**src/rtl/lc3_trace_pkg.sv**
```systemverilog
// -----------------------------------------------------------------------------
// lc3_trace_pkg
// Shared definitions for the lc3 trace buffer: the capture FSM state encoding
// and the width of the exported state field.
// -----------------------------------------------------------------------------
package lc3_trace_pkg;

    localparam int STATE_W = 2;

    typedef enum logic [STATE_W-1:0] {
        IDLE  = 2'd0,
        ARMED = 2'd1,
        POST  = 2'd2,
        DONE  = 2'd3
    } state_t;

endpackage

```
**src/rtl/lc3_trace_ram.sv**
```systemverilog
// -----------------------------------------------------------------------------
// lc3_trace_ram
// DEPTH x DATA_W trace storage with one write port and a registered read port
// (read data appears the cycle after re). Storage is not reset; only the read
// register is cleared by reset so the popped-data output starts at zero.
//
// Ports:
//   clk    - clock, rising edge
//   reset  - asynchronous active-low reset (read register only)
//   we     - write enable
//   waddr  - write address
//   wdata  - write data
//   re     - read enable; rdata updates next cycle, holds otherwise
//   raddr  - read address
//   rdata  - registered read data
// -----------------------------------------------------------------------------
module lc3_trace_ram #(
    parameter int DEPTH  = 16,
    parameter int DATA_W = 64
) (
    input  logic                     clk,
    input  logic                     reset,
    input  logic                     we,
    input  logic [$clog2(DEPTH)-1:0] waddr,
    input  logic [DATA_W-1:0]        wdata,
    input  logic                     re,
    input  logic [$clog2(DEPTH)-1:0] raddr,
    output logic [DATA_W-1:0]        rdata
);

    logic [DATA_W-1:0] mem [DEPTH];

    always_ff @(posedge clk) begin
        if (we) begin
            mem[waddr] <= wdata;
        end
    end

    always_ff @(posedge clk or negedge reset) begin
        if (!reset) begin
            rdata <= '0;
        end else if (re) begin
            rdata <= mem[raddr];
        end
    end

endmodule

```
**src/rtl/lc3_trace_buffer.sv**
```systemverilog
// -----------------------------------------------------------------------------
// lc3_trace_buffer
// Logic-analyser style trace capture. After arm, samples are stored into a
// circular window of PRE_TRIG entries; a trigger switches to post-trigger
// capture of DEPTH-PRE_TRIG entries (trigger sample included), after which the
// buffer freezes in DONE and can be drained oldest-first with rd_en.
//
// Optional feature (macro LC3_TRACE_CHANGE_ONLY_EN): while ARMED or POST, a
// sample equal to the last stored entry is dropped. A trigger sample is always
// stored. Without the macro every sample_en stores.
//
// Ports:
//   clk       - clock, rising edge
//   reset     - asynchronous active-low reset
//   arm       - start / restart a capture
//   sample_en - ch_data is valid this cycle
//   ch_data   - NUM_CH channels of CH_W bits, channel 0 in LSBs
//   trig_in   - trigger event
//   rd_en     - pop oldest entry (honoured only in DONE with count > 0)
//   rd_data   - popped entry, valid the cycle after rd_en
//   rd_valid  - one-cycle pulse per accepted pop
//   state     - FSM state (IDLE/ARMED/POST/DONE)
//   count     - entries held
//   done      - capture complete, buffer frozen
// -----------------------------------------------------------------------------
module lc3_trace_buffer
    import lc3_trace_pkg::*;
#(
    parameter int NUM_CH   = 4,
    parameter int CH_W     = 16,
    parameter int DEPTH    = 16,
    parameter int PRE_TRIG = 4
) (
    input  logic                     clk,
    input  logic                     reset,
    input  logic                     arm,
    input  logic                     sample_en,
    input  logic [NUM_CH*CH_W-1:0]   ch_data,
    input  logic                     trig_in,
    input  logic                     rd_en,
    output logic [NUM_CH*CH_W-1:0]   rd_data,
    output logic                     rd_valid,
    output logic [STATE_W-1:0]       state,
    output logic [$clog2(DEPTH):0]   count,
    output logic                     done
);

    localparam int DW = NUM_CH * CH_W;
    localparam int AW = $clog2(DEPTH);
    localparam int CW = AW + 1;
    localparam logic [CW-1:0] PRE_CNT   = CW'(PRE_TRIG);
    localparam logic [CW-1:0] POST_LAST = CW'(DEPTH - PRE_TRIG - 1);

    state_t          cur_state, nxt_state;
    logic [AW-1:0]   wr_ptr, rd_ptr;
    logic [CW-1:0]   post_cnt;
    logic            restart, store, is_post, pop, keep;

`ifdef LC3_TRACE_CHANGE_ONLY_EN
    logic            have_last;
    logic [DW-1:0]   last_data;

    assign keep = !(have_last && (ch_data == last_data));
`else
    assign keep = 1'b1;
`endif

    // Next-state and per-cycle action decode. arm has priority over every
    // other input in all states, which is what makes restart atomic.
    always_comb begin
        nxt_state = cur_state;
        restart   = 1'b0;
        store     = 1'b0;
        is_post   = 1'b0;
        pop       = 1'b0;
        case (cur_state)
            IDLE: begin
                if (arm) begin
                    restart   = 1'b1;
                    nxt_state = ARMED;
                end
            end
            ARMED: begin
                if (arm) begin
                    restart   = 1'b1;
                    nxt_state = ARMED;
                end else if (trig_in) begin
                    nxt_state = POST;
                    if (sample_en) begin
                        store   = 1'b1;
                        is_post = 1'b1;
                        // post_cnt is zero here; covers a quota of one entry
                        if (post_cnt == POST_LAST) nxt_state = DONE;
                    end
                end else if (sample_en && keep) begin
                    store = 1'b1;
                end
            end
            POST: begin
                if (arm) begin
                    restart   = 1'b1;
                    nxt_state = ARMED;
                end else if (sample_en && keep) begin
                    store   = 1'b1;
                    is_post = 1'b1;
                    if (post_cnt == POST_LAST) nxt_state = DONE;
                end
            end
            DONE: begin
                if (arm) begin
                    restart   = 1'b1;
                    nxt_state = ARMED;
                end else if (rd_en && (count != '0)) begin
                    pop = 1'b1;
                end
            end
            default: nxt_state = IDLE;
        endcase
    end

    always_ff @(posedge clk or negedge reset) begin
        if (!reset) begin
            cur_state <= IDLE;
            wr_ptr    <= '0;
            rd_ptr    <= '0;
            count     <= '0;
            post_cnt  <= '0;
            rd_valid  <= 1'b0;
        end else begin
            cur_state <= nxt_state;
            rd_valid  <= pop;
            if (restart) begin
                wr_ptr   <= '0;
                rd_ptr   <= '0;
                count    <= '0;
                post_cnt <= '0;
            end else if (store) begin
                wr_ptr <= wr_ptr + 1'b1;
                // A full pre-trigger window slides: the oldest entry is
                // overwritten, so the read pointer follows the write pointer.
                if (!is_post && (count == PRE_CNT)) begin
                    rd_ptr <= rd_ptr + 1'b1;
                end else begin
                    count <= count + 1'b1;
                end
                if (is_post) begin
                    post_cnt <= post_cnt + 1'b1;
                end
            end else if (pop) begin
                rd_ptr <= rd_ptr + 1'b1;
                count  <= count - 1'b1;
            end
        end
    end

`ifdef LC3_TRACE_CHANGE_ONLY_EN
    always_ff @(posedge clk or negedge reset) begin
        if (!reset) begin
            have_last <= 1'b0;
        end else if (restart) begin
            have_last <= 1'b0;
        end else if (store) begin
            have_last <= 1'b1;
        end
    end

    always_ff @(posedge clk) begin
        if (store) begin
            last_data <= ch_data;
        end
    end
`endif

    lc3_trace_ram #(
        .DEPTH  (DEPTH),
        .DATA_W (DW)
    ) u_ram (
        .clk   (clk),
        .reset (reset),
        .we    (store),
        .waddr (wr_ptr),
        .wdata (ch_data),
        .re    (pop),
        .raddr (rd_ptr),
        .rdata (rd_data)
    );

    assign state = cur_state;
    assign done  = (cur_state == DONE);

endmodule

```
**config.mk**
```make
export PLATFORM = sky130hd
export DESIGN_NAME = lc3_trace_buffer
export DESIGN_NICKNAME = d
export VERILOG_FILES = /design/src/rtl/lc3_trace_pkg.sv /design/src/rtl/lc3_trace_ram.sv /design/src/rtl/lc3_trace_buffer.sv
export SDC_FILE = /design/constraint.sdc
export NUM_CORES = 1
export LEC_CHECK = 0
export CAP_MARGIN = 10
export CORE_MARGIN = 10
export CORE_UTILIZATION = 40
export DETAILED_ROUTE_END_ITERATION = 6
export SLEW_MARGIN = 20
export SYNTH_ARGS = -nofsm -noshare
export SYNTH_HDL_FRONTEND = slang
export SYNTH_SLANG_ARGS = --single-unit
```
**constraint.sdc**
```tcl
create_clock -name clk -period 4.1 [get_ports clk]
set_input_delay 1.025 -clock clk [delete_from_list [all_inputs] [get_ports clk]]
set_output_delay 1.025 -clock clk [all_outputs]
set_load 0.01 [all_outputs]
```
==> results.yml <==
cts:
  cts_hold_buffers: 0
  post_cts_resized: 0
  clock_latency_ns: 0.68
  cts_tree: "done"
  cts-root-buf: "clkbuf_16"
  cts_buffers: 111
  path_clk_slew_ns: 0.06
  cts_setup_buffers: 0
  cts_max_level: 3
  clock-sinks: 1109
  clockBufferDepth: 3
yosys:
  ys_async_sr_fraction_pct: 7.66
  synth_most_common_cell: "edfxtp_1"
  synth.distinct_cells: 43
  ys_ff_latch: 1109
  syn_area_per_cell_sq_um: 22.4
  synth_warnings: 0
  synthTopCellsByArea: "edfxtp_1 72%, mux4_2 14%, dfrtp_1 5.0%, mux2i_1 2.5%, mux2_2 1.2%"
  synth_area_sq_um: 42700
  synth_common_cells: "1024 x edfxtp_1, 256 x mux4_2, 108 x mux2i_1, 85 x dfrtp_1, 47 x nand2_1"
  seq_area_frac_synth_pct: 77.0
  syn_inst: 1910
  synth_top_area_cell: "edfxtp_1"
  synth_top_area_share_pct: 72.0
  syn_nets: 1994
  synth-edff-count: 1024
  ys.flop_type: "edfxtp_1"
setup_path:
  cp_top_family: "simple AND/OR/NAND/NOR gates"
  cpPeakStageDelay_ns: 0.56
  cp_max_fo: 23
  cp_cell_sequence: "inv_1 -> ha_1 -> nor3b_2 -> inv_1 -> nor3b_1 -> and2_4 -> buf_12"
  start_kind: "flop"
  worst-path-buf-inv: 3
  crit_type: "reg -> reg"
  arrival_ns: 3.40
  crit_slowest_cell: "nor3b_1"
  crit_path_frequent_cell: "inv_1"
  crit_required_ns: 4.46
  worst_setup_path_end_kind: "flop"
die:
  core-area_sq_um: 106000
  dieArea_sq_um: 120000
  die_w_um: 347
  row_count: 119
  io_pins: 143
  start_util_pct: 40.4
  die_h_um: 347
sta:
  finalSetupTns_ns: 0
  worst-slew-pin-transition_ns: 0.915
  fin_skew_ns: 0.0323
  period_needed_ns: 3.04
  setup_violations: 0
  fmax_mhz: 329
  drv_slew: 0
  post-route-period-util_pct: 74.2
  rsz0062_at_grt: "no"
  hold_violations: 0
  max_slew_margin_pct: 39.0
layout:
  layout-drive-gt1-share_pct: 25.0
  seqCellArea_sq_um: 32900
  nFillCells: 8550
  nNetsFinal: 2210
  stdcell_count: 3608
  syn2layout_area_growth_pct: 16.9
  multi_input_area_sq_um: 9200
placement:
  numPortBuffers: 142
  gp_congestion: 0.741
  dp_hpwl_mm: 53.7
  dp.cells: 3404
global_route:
  busiest_layer: "met2"
  grt_pass1_vias: 20500
  grt_pass1_wl_mm: 139
  grtUsageMet2_pct: 24.9
  met1_usage_pct: 20.9
  antenna_found_initial: 4
  met3_usage_pct: 2.59
  grtUsageTotal_pct: 15.1
  grt_max_degree: 65
  overflow: 0
routing:
  finalWirelength_mm: 91.8
  dr.pass1.iters: 5
  ant_nets: 0
  vias_per_cell: 5.38
  routedWlPerCell_um: 25.4
  route.detailed.drc: 0
  vias: 19400
  first_iter_violations: 1619
power:
  power_mw: 27.4
  leakagePower_nw: 15.6
  ir_worst_vdd_mv: 0.360
  p_per_area_nw_per_um2: 550
outcome:
  status: "complete, no violations"
min_path:
  hold_path_class: "in -> async"
run:
  cap_violations: 0
-- worst register-to-register path, cell delays in order (launching register included) --
cell,delay [ns]
dfrtp_1,0.41
inv_1,0.08
ha_1,0.38
nor3b_2,0.26
inv_1,0.25
nor3b_1,0.56
and2_4,0.52
buf_12,0.26
-- through the flow --
step | area, sq um | hold slack, ns | setup WS [ns] | utilization [%]
floorplan | 42700 | 0.514 | 0.0611 | -
global route | 49900 | 0.273 | 0.848 | 47.3
finish | 49900 | 0.277 | 1.06 | 47.3
CTS | 49900 | 0.245 | 1.04 | 47.3
global placement | 46300 | 0.469 | 0.464 | 43.8
detailed placement | 46300 | 0.473 | 0.430 | 43.8
-- logic make-up (layout without fill, tap and decap cells) --
kind of cell / after synthesis / count (layout) / share of synthesized area, %
fa+ha+maj: 14 / 14 / 0.428
compound gates: 136 / 136 / 2.10
flops: 1109 / 1109 / 77.0
buf+inv: 109 / 415 / 1.57
other cells: 0 / 1 / 0
mux: 410 / 410 / 17.2
simple gates: 124 / 124 / 1.48
xor+xnor: 8 / 8 / 0.164
-- layer usage --
metal,vias up,share of wire [%]
met5,-,0.014
met1,10400,44
met3,126,4.6
met4,2,2.1
met2,486,49
li1,8423,-
-- state kept, by name, summed over array words and instances (netlist names) --
register	count
count	5
post_cnt	5
rd_ptr	4
rd_valid	1
state	2
u_ram.mem	1024
u_ram.rdata	64
wr_ptr	4
-- placed cells by master, fill, tap and decap left out, types with 13 or more instances in the layout --
| master | netlist | layout |
|---|---|---|
| a211o_1 | 23 | 23 |
| o21ai_0 | 46 | 46 |
| edfxtp_1 | 1024 | 1024 |
| a21oi_1 | 30 | 30 |
| nor2_1 | 15 | 15 |
| a22o_1 | 23 | 23 |
| nand2_1 | 47 | 47 |
| clkinv_1 | 0 | 22 |
| clkbuf_1 | 40 | 16 |
| buf_4 | 7 | 21 |
| dfrtp_1 | 85 | 81 |
| ha_1 | 13 | 13 |
| mux2_2 | 46 | 46 |
| buf_12 | 0 | 42 |
| clkbuf_16 | 0 | 113 |
| mux4_2 | 256 | 256 |
| clkdlybuf4s50_1 | 0 | 141 |
| mux2i_1 | 108 | 108 |
| and2_4 | 0 | 16 |
| nor2b_1 | 27 | 27 |
-- area by class of cell --
type                            count  share of cell area, %
Multi-Input combinational cell    692                   18.4
Clock inverter                     72                   1.49
Timing Repair Buffer              204                   4.83
Antenna cell                        1                0.00501
Clock buffer                      131                   5.84
Sequential cell                  1109                   65.9
Inverter                            8                 0.0601
Tap cell                         1391                   3.49
-- final timing paths --
| check | startpoint | to | slack [ns] | cells after the start |
|---|---|---|---|---|
| setup / recovery | state[0] | u_ram.mem[9][24] | 1.06 | 7 |
| setup reg to reg | state[0] | u_ram.mem[9][24] | 1.06 | 7 |
| hold reg to reg | u_ram.rdata[30] | u_ram.rdata[30] | 0.48 | 2 |
| max in group asynchronous | reset | u_ram.rdata[61] | 3.03 | 2 |
| hold / removal | reset | u_ram.rdata[49] | 0.28 | 1 |
| min in group clk | u_ram.rdata[30] | u_ram.rdata[30] | 0.48 | 2 |
-- power breakdown --
part	switching [mW]	internal, mW	total [mW]
combinational	1.89	2.19	4.08
clock	4.22	5.85	10.1
sequential	0.366	12.9	13.3
total	6.47	21.0	27.4
Power figures use the tool's default switching activity.
